--- src/rtl/reu_dma_sequencer.sv ---
// Block-transfer engine for the REU: COPY, FILL, VERIFY and SWAP over len words,
// issuing one access at a time to the shared memory arbitrator via a toggle req/ack handshake.
module reu_dma_sequencer #(
  parameter int unsigned abits = 24,
  parameter int unsigned dbits = 8,
  parameter int unsigned lbits = 16
) (
  input  logic             clk,
  input  logic             reset_n,
  input  logic             start,
  input  logic [1:0]       op,
  input  logic [abits-1:0] src_a,
  input  logic [abits-1:0] dst_a,
  input  logic [lbits-1:0] len,
  input  logic             src_fix,
  input  logic             dst_fix,
  input  logic [dbits-1:0] fill_d,
  output logic             busy,
  output logic             done,
  output logic             mismatch,
  output logic [abits-1:0] cur_src,
  output logic [abits-1:0] cur_dst,
  output logic [lbits-1:0] remaining,
  output logic             m_req,
  input  logic             m_ack,
  output logic             m_we,
  output logic [abits-1:0] m_a,
  output logic [dbits-1:0] m_d,
  input  logic [dbits-1:0] m_q
);

  localparam logic [1:0] OP_COPY   = 2'b00;
  localparam logic [1:0] OP_FILL   = 2'b01;
  localparam logic [1:0] OP_VERIFY = 2'b10;
  localparam logic [1:0] OP_SWAP   = 2'b11;

  typedef enum logic [2:0] {IDLE, RD_SRC, RD_DST, WR_DST, WR_SRC, ADV, FIN} state_t;

  state_t           state;
  logic [1:0]       op_r;
  logic             src_fix_r;
  logic             dst_fix_r;
  logic [dbits-1:0] fill_r;
  logic [dbits-1:0] a_r;
  logic [dbits-1:0] b_r;
  logic [abits-1:0] src_nx;
  logic [abits-1:0] dst_nx;
  logic             acked;

  // Post-advance addresses, so the next word's first access can issue on the ADV exit edge.
  assign src_nx = cur_src + abits'(!src_fix_r);
  assign dst_nx = cur_dst + abits'(!dst_fix_r);
  assign acked  = (m_ack == m_req);

  always_ff @(posedge clk) begin
    if (!reset_n) begin
      state     <= IDLE;
      op_r      <= OP_COPY;
      src_fix_r <= 1'b0;
      dst_fix_r <= 1'b0;
      fill_r    <= '0;
      a_r       <= '0;
      b_r       <= '0;
      busy      <= 1'b0;
      done      <= 1'b0;
      mismatch  <= 1'b0;
      cur_src   <= '0;
      cur_dst   <= '0;
      remaining <= '0;
      m_req     <= 1'b0;
      m_we      <= 1'b0;
      m_a       <= '0;
      m_d       <= '0;
    end else begin
      case (state)
        IDLE: begin
          if (start) begin
            op_r      <= op;
            src_fix_r <= src_fix;
            dst_fix_r <= dst_fix;
            fill_r    <= fill_d;
            cur_src   <= src_a;
            cur_dst   <= dst_a;
            remaining <= len;
            busy      <= 1'b1;
            mismatch  <= 1'b0;
            m_req     <= ~m_req;
            if (op == OP_FILL) begin
              state <= WR_DST;
              m_we  <= 1'b1;
              m_a   <= dst_a;
              m_d   <= fill_d;
            end else begin
              state <= RD_SRC;
              m_we  <= 1'b0;
              m_a   <= src_a;
            end
          end
        end
        RD_SRC: begin
          if (acked) begin
            a_r   <= m_q;
            m_req <= ~m_req;
            m_a   <= cur_dst;
            if (op_r == OP_COPY) begin
              state <= WR_DST;
              m_we  <= 1'b1;
              m_d   <= m_q;
            end else begin
              state <= RD_DST;
              m_we  <= 1'b0;
            end
          end
        end
        RD_DST: begin
          if (acked) begin
            b_r <= m_q;
            if (op_r == OP_VERIFY) begin
              // A failing word leaves the addresses and count pointing at it.
              if (m_q != a_r) begin
                mismatch <= 1'b1;
                done     <= 1'b1;
                state    <= FIN;
              end else begin
                state <= ADV;
              end
            end else begin
              state <= WR_DST;
              m_req <= ~m_req;
              m_we  <= 1'b1;
              m_a   <= cur_dst;
              m_d   <= a_r;
            end
          end
        end
        WR_DST: begin
          if (acked) begin
            if (op_r == OP_SWAP) begin
              state <= WR_SRC;
              m_req <= ~m_req;
              m_we  <= 1'b1;
              m_a   <= cur_src;
              m_d   <= b_r;
            end else begin
              state <= ADV;
            end
          end
        end
        WR_SRC: begin
          if (acked) state <= ADV;
        end
        ADV: begin
          cur_src   <= src_nx;
          cur_dst   <= dst_nx;
          remaining <= remaining - lbits'(1);
          if (remaining == lbits'(1)) begin
            state <= FIN;
            done  <= 1'b1;
          end else begin
            m_req <= ~m_req;
            if (op_r == OP_FILL) begin
              state <= WR_DST;
              m_we  <= 1'b1;
              m_a   <= dst_nx;
              m_d   <= fill_r;
            end else begin
              state <= RD_SRC;
              m_we  <= 1'b0;
              m_a   <= src_nx;
            end
          end
        end
        FIN: begin
          done  <= 1'b0;
          busy  <= 1'b0;
          state <= IDLE;
        end
        default: state <= IDLE;
      endcase
    end
  end

endmodule

--- config.mk ---
export PLATFORM = sky130hd
export DESIGN_NAME = reu_dma_sequencer
export DESIGN_NICKNAME = d
export VERILOG_FILES = /design/src/rtl/reu_dma_sequencer.sv
export SDC_FILE = /design/constraint.sdc
export NUM_CORES = 1
export LEC_CHECK = 0
export ABC_CLOCK_PERIOD_IN_PS = 3250
export CAP_MARGIN = 20
export CELL_PAD_IN_SITES_DETAIL_PLACEMENT = 1
export CELL_PAD_IN_SITES_GLOBAL_PLACEMENT = 1
export CORE_MARGIN = 10
export CORE_UTILIZATION = 37
export DETAILED_ROUTE_END_ITERATION = 10
export PLACE_DENSITY = 0.8
export SYNTH_ARGS = -nofsm -noshare
export SYNTH_HDL_FRONTEND = slang
export SYNTH_SLANG_ARGS = --single-unit
--- constraint.sdc ---
create_clock -name clk -period 3.25 [get_ports clk]
set_input_delay 0.65 -clock clk [delete_from_list [all_inputs] [get_ports clk]]
set_output_delay 0.65 -clock clk [all_outputs]
set_load 0.1 [all_outputs]
# Yosys cells after proc, flatten, opt, wreduce, memory -nomap -nowiden
# Cells that the tools add are included.
# W data, S select, Z words.
dict set report classes {
  addsub 3
  eq_ne 27
  mux 68
  bitwise 1
  reduce_logical 19
}
# cell count
set ops {}
lappend ops {{$mux W24} 11}
lappend ops {{$pmux W24 S5} 1}
lappend ops {{$pmux W24 S2} 2}
lappend ops {{$mux W8} 10}
lappend ops {{$add A24 B1 Y24} 2}
lappend ops {{$pmux W8 S5} 1}
lappend ops {{$pmux W16 S2} 1}
lappend ops {{$ne A2 B2 Y1 const B} 14}
lappend ops {{$mux W1} 25}
lappend ops {{$mux W3} 7}
lappend ops {{$pmux W3 S6} 1}
lappend ops {{$eq A16 B1 Y1 const B} 1}
lappend ops {{$mux W16} 1}
lappend ops {{$sub A16 B1 Y16 const B} 1}
lappend ops {{$reduce_and A5 Y1} 3}
lappend ops {{$reduce_and A11 Y1} 1}
lappend ops {{$pmux W1 S5} 2}
lappend ops {{$reduce_and A2 Y1} 5}
lappend ops {{$eq A3 B3 Y1 const B} 3}
lappend ops {{$ne A8 B8 Y1} 1}
lappend ops {{$reduce_and A8 Y1} 1}
lappend ops {{$eq A3 B2 Y1 const B} 2}
lappend ops {{$mux W2} 3}
lappend ops {{$reduce_bool A2 Y1} 3}
lappend ops {{12 further kinds} 16}
dict set report totals {
  reg_bits 132
  input_bits 88
  out_inout_bits 101
  wordCells 135
}

# Logic depth before layout (Yosys ltp)
dict set report depth {
  word_depth 5
  mapped_depth 9
  depth_no_buf 8
}

# Least setup slack after synthesis
# Ideal clock, no wire load.
dict set report synth_timing {
  path_kind {flip-flop to flip-flop}
  from {register cur_src[0]}
  to {register m_a[16]}
  setup_time_ns 0.124
  arrival_time_ns 2.825
  required_ns 3.126
  path_slack_ns 0.301
  stages_incl_launch_ff 8
  path_buffers 0
  period_less_slack_ns 2.949
  cell_sequence {dfxtp_1 -> ha_1 -> nand4_1 -> nor4_1 -> and4_1 -> xor2_1 -> a221oi_1 -> a21oi_1}
}
dict set report synth_between {
  elab_chain_cells 4
}
# element line_no
set synth_lines {}
lappend synth_lines {{start, declared} 21} ;# output logic [abits-1:0] cur_src,
lappend synth_lines {{start signal, assigned} 82} ;# cur_src <= src_a;
lappend synth_lines {{start signal, assigned} 153} ;# cur_src <= src_nx;
lappend synth_lines {{$add A24 B1 Y24} 51} ;# assign src_nx = cur_src + abits'(!src_fix_r);
lappend synth_lines {{$mux W24} 161} ;# if (op_r == OP_FILL) begin
lappend synth_lines {{$mux W24} 156} ;# if (remaining == lbits'(1)) begin
lappend synth_lines {{$pmux W24 S5} 75} ;# case (state)
lappend synth_lines {{end signal, assigned} 91} ;# m_a <= dst_a;
lappend synth_lines {{end signal, assigned} 164} ;# m_a <= dst_nx;
lappend synth_lines {{end signal, assigned} 169} ;# m_a <= src_nx;
lappend synth_lines {{end, declared} 27} ;# output logic [abits-1:0] m_a,
# Every way passes these cells. The select of a mux whose other input is x is not followed.
# A chain may end at the register's enable or synchronous reset.

# Final worst setup path
dict set report layout_timing {
  from {register remaining[5]}
  to {register m_a[0]}
}
dict set report layout_between {
  elab_chain_cells 3
}
# element line_no
set layout_lines {}
lappend layout_lines {{start, declared} 23} ;# output logic [lbits-1:0] remaining,
lappend layout_lines {{start signal, assigned} 84} ;# remaining <= len;
lappend layout_lines {{start signal, assigned} 155} ;# remaining <= remaining - lbits'(1);
lappend layout_lines {{$eq A16 B1 Y1} 156}
lappend layout_lines {{$ne A2 B2 Y1 (no line)} --}
lappend layout_lines {{$reduce_and A8 Y1 (no line)} --}
lappend layout_lines {{end signal, assigned} 142} ;# m_a <= cur_src;
lappend layout_lines {{end signal, assigned} 164}
lappend layout_lines {{end signal, assigned} 169}
# Every way passes these cells.

==> flow_summary.json <==
{
  "skew_ns": 0.0124,
  "die_x_um": 170,
  "finalHoldViolCount": 0,
  "hpwl_um": 25300,
  "synth_warnings": 0,
  "min_path_cells": 2,
  "cts_buffers": 17,
  "worst_slew_pin_slew_ns": 1.20,
  "worst_slack_ns": 0.399,
  "route.detailed.drc": 0,
  "port_buffers": 188,
  "syn-num-nets": 1197,
  "syn2layout_area_growth_pct": 30.5,
  "cts_setup_buffers": 0,
  "grt_pass1_vias": 9749,
  "p_leak_nw": 4.21,
  "die_area_um2": 28800,
  "cts_buffer_depth": 2,
  "ys_seq_area_share_pct": 31.9,
  "drt_wl_total_um": 36200,
  "initial_utilization_pct": 37.8,
  "ctsHoldBuffers": 0,
  "gr-total-overflow": 0,
  "max_freq_mhz": 351,
  "hold_class": "flip-flop to flip-flop",
  "cts-root-buf": "clkbuf_16",
  "async_flop_share_pct": 0,
  "crit_path_end_kind": "flip-flop",
  "nFillCells": 2693,
  "r2r_cells": 7,
  "rsz0062_at_grt": "no",
  "grt_usage_pct": 24.5,
  "ys_ff_latch": 132,
  "antenna_found_initial": 1,
  "vias": 9543,
  "ant_nets": 0,
  "die_y_um": 170,
  "place_congestion": 0.865,
  "switching_share_pct": 55.2,
  "ctsResizeCount": 0,
  "grt_max_degree": 62,
  "finalMaxSlewViolations": 0,
  "cap_violations": 0,
  "clkTransAtPathRegs_ns": 0.06,
  "ir_drop_v": 0.000486,
  "setup_viol_count_final": 0,
  "synth_cell_types": 60,
  "syn_inst": 1103,
  "seqPwrFrac_pct": 23.6,
  "cts_tree": "done",
  "p_per_area_nw_per_um2": 1060,
  "vias_per_cell": 6.17,
  "dp_slack_ns": 0.283,
  "dr.pass1.iters": 8,
  "clockPowerShare_pct": 17.8,
  "cell_internal_pwr_w": 0.00514,
  "insertion_delay_ns": 0.43,
  "synth_enable_flop_cells": 0,
  "routedWlPerCell_um": 23.4,
  "grt_pass1_wl_um": 56800,
  "core.rowCount": 54,
  "finalCriticalPeriod_ns": 2.85,
  "comb_power_share_pct": 58.6,
  "yosys-top-cells-area": "dfxtp_1 (32%), a21oi_1 (6.9%), nand2_1 (5.9%)",
  "required_ns": 3.60,
  "yosysTopAreaCellShare_pct": 31.9,
  "worstSetupPathType": "flip-flop to flip-flop",
  "fin_crit_sh_pct": 87.7,
  "core-area_um2": 21900,
  "start_kind": "flip-flop",
  "ios": 189,
  "syn-cell-area_um2": 8280,
  "first_iter_violations": 874,
  "fin_nets": 1347,
  "power.switching_w": 0.00633,
  "drive_gt1_share_pct": 16.0,
  "htreeDepth": 4,
  "yosysTopAreaCell": "dfxtp_1",
  "critPathArrivalTime_ns": 3.20,
  "status": "finished, final reports clean",
  "synthFlopType": "dfxtp_1",
  "slew_headroom_pct": 20.0,
  "critical_path.max_fanout": 26,
  "tns_ns": 0,
  "syn_area_per_cell_um2": 7.51,
  "clock_sinks": 132
}
==> cell type report <==
type,count,area (µm²),share of cell area (%)
multi-input combinational,860,5220,48.3
sequential,132,2640,24.5
timing repair buffer,231,1950,18.0
clock buffer,19,453,4.19
tap,280,350,3.24
clock inverter,12,155,1.44
inverter,11,41.3,0.382
antenna,1,2.50,0.0231
==> synthesized netlist by cell type (all sizes together) (3+ instances only) <==
| library cell | n |
|---|---|
| and3 | 11 |
| mux2i | 45 |
| a31oi | 9 |
| dfxtp | 132 |
| nand3 | 35 |
| nand4 | 14 |
| o22ai | 19 |
| ha | 6 |
| xnor2 | 19 |
| a22oi | 24 |
| o211ai | 16 |
| o21a | 3 |
| clkbuf | 82 |
| o21ai | 77 |
| nor3 | 27 |
| nor2 | 121 |
| a311oi | 4 |
| inv | 10 |
| nand2 | 130 |
| o2bb2ai | 3 |
| xor2 | 33 |
| a221oi | 24 |
| nor4 | 7 |
| a21o | 3 |
| a32oi | 4 |
| and4 | 12 |
| o221ai | 12 |
| nor3b | 3 |
| a21oi | 114 |
| nand2b | 12 |
| nor2b | 6 |
| a211oi | 7 |
| mux2 | 11 |
| a222oi | 17 |
| buf | 18 |
| o31a | 3 |
| and2 | 8 |
==> power groups by stage <==
stage	logic [W]	registers, W	clock network, W
finish	0.00673	0.00271	0.00204
global route	0.00711	0.00278	0.00213
CTS	0.00670	0.00269	0.00205
detailed placement	0.00666	0.00271	0
global placement	0.00653	0.00271	0
floorplan	0.00269	0.00487	0
==> cell usage in the layout, fill, tap and decap left out, types with 19 or more instances in the layout <==
cell,n
a21oi_1,113
a221oi_1,24
a22oi_1,24
buf_4,144
clkdlybuf4s50_1,86
dfxtp_1,131
mux2i_1,45
nand2_1,130
nand3_1,34
nor2_1,121
nor3_1,24
o21ai_0,76
o22ai_1,19
xnor2_1,19
xor2_1,33
==> stage by stage <==
step / hold slack (ns) / cells / cell area, µm² / util (%) / power, W
floorplan: 0.436 / 1103 / 8280 / - / 0.00756
global placement: 0.445 / 1513 / 10200 / 46.6 / 0.00924
detailed placement: 0.450 / 1513 / 10200 / 46.6 / 0.00937
CTS: 0.458 / 1544 / 10800 / 49.3 / 0.0114
global route: 0.486 / 1546 / 10800 / 49.4 / 0.0120
finish: 0.460 / 1546 / 10800 / 49.4 / 0.0115
==> worst max-delay path, cell delays in order, from the launching register on <==
cell and delay [ns]:
dfxtp_1 0.39, or4_4 0.58, or4b_4 0.55, or3_4 0.42, nor2b_4 0.22, buf_4 0.27, nand2b_1 0.18, a21oi_1 0.14
==> cell families after synthesis <==
group,after synthesis,share of synthesized area (%)
flip-flops,132,31.9
XOR/XNOR,52,5.50
AO/OA/AOI/OAI,350,27.0
multiplexers,56,6.93
adder cells (fa/ha/maj),7,1.03
AND/OR/NAND/NOR,395,22.3
buffers and inverters,111,5.35
==> layer usage <==
metal	vias up	track usage, %	part of all wire (%)
li1	4352	-	-
met1	4720	32.1	43
met2	416	39.5	47
met3	55	4.35	6.9
met4	0	8.33	2.4
met5	-	0	0
==> flip-flops by register name (all words and copies together) (netlist names) <==
signal,flops
cur_dst,24
cur_src,24
m_a,24
remaining,16
a_r,8
b_r,8
fill_r,8
m_d,8
state,3
op_r,2
busy,1
done,1
dst_fix_r,1
m_req,1
m_we,1
mismatch,1
src_fix_r,1
==> path summary, 6_finish.rpt <==
check,start,endpoint,slack (ns)
max,remaining[5],m_a[0],0.40
min,fill_r[1],fill_r[1],0.46
max reg2reg,remaining[5],m_a[0],0.40
min reg2reg,fill_r[1],fill_r[1],0.46
No activity file was read; power rests on OpenSTA's default activity.
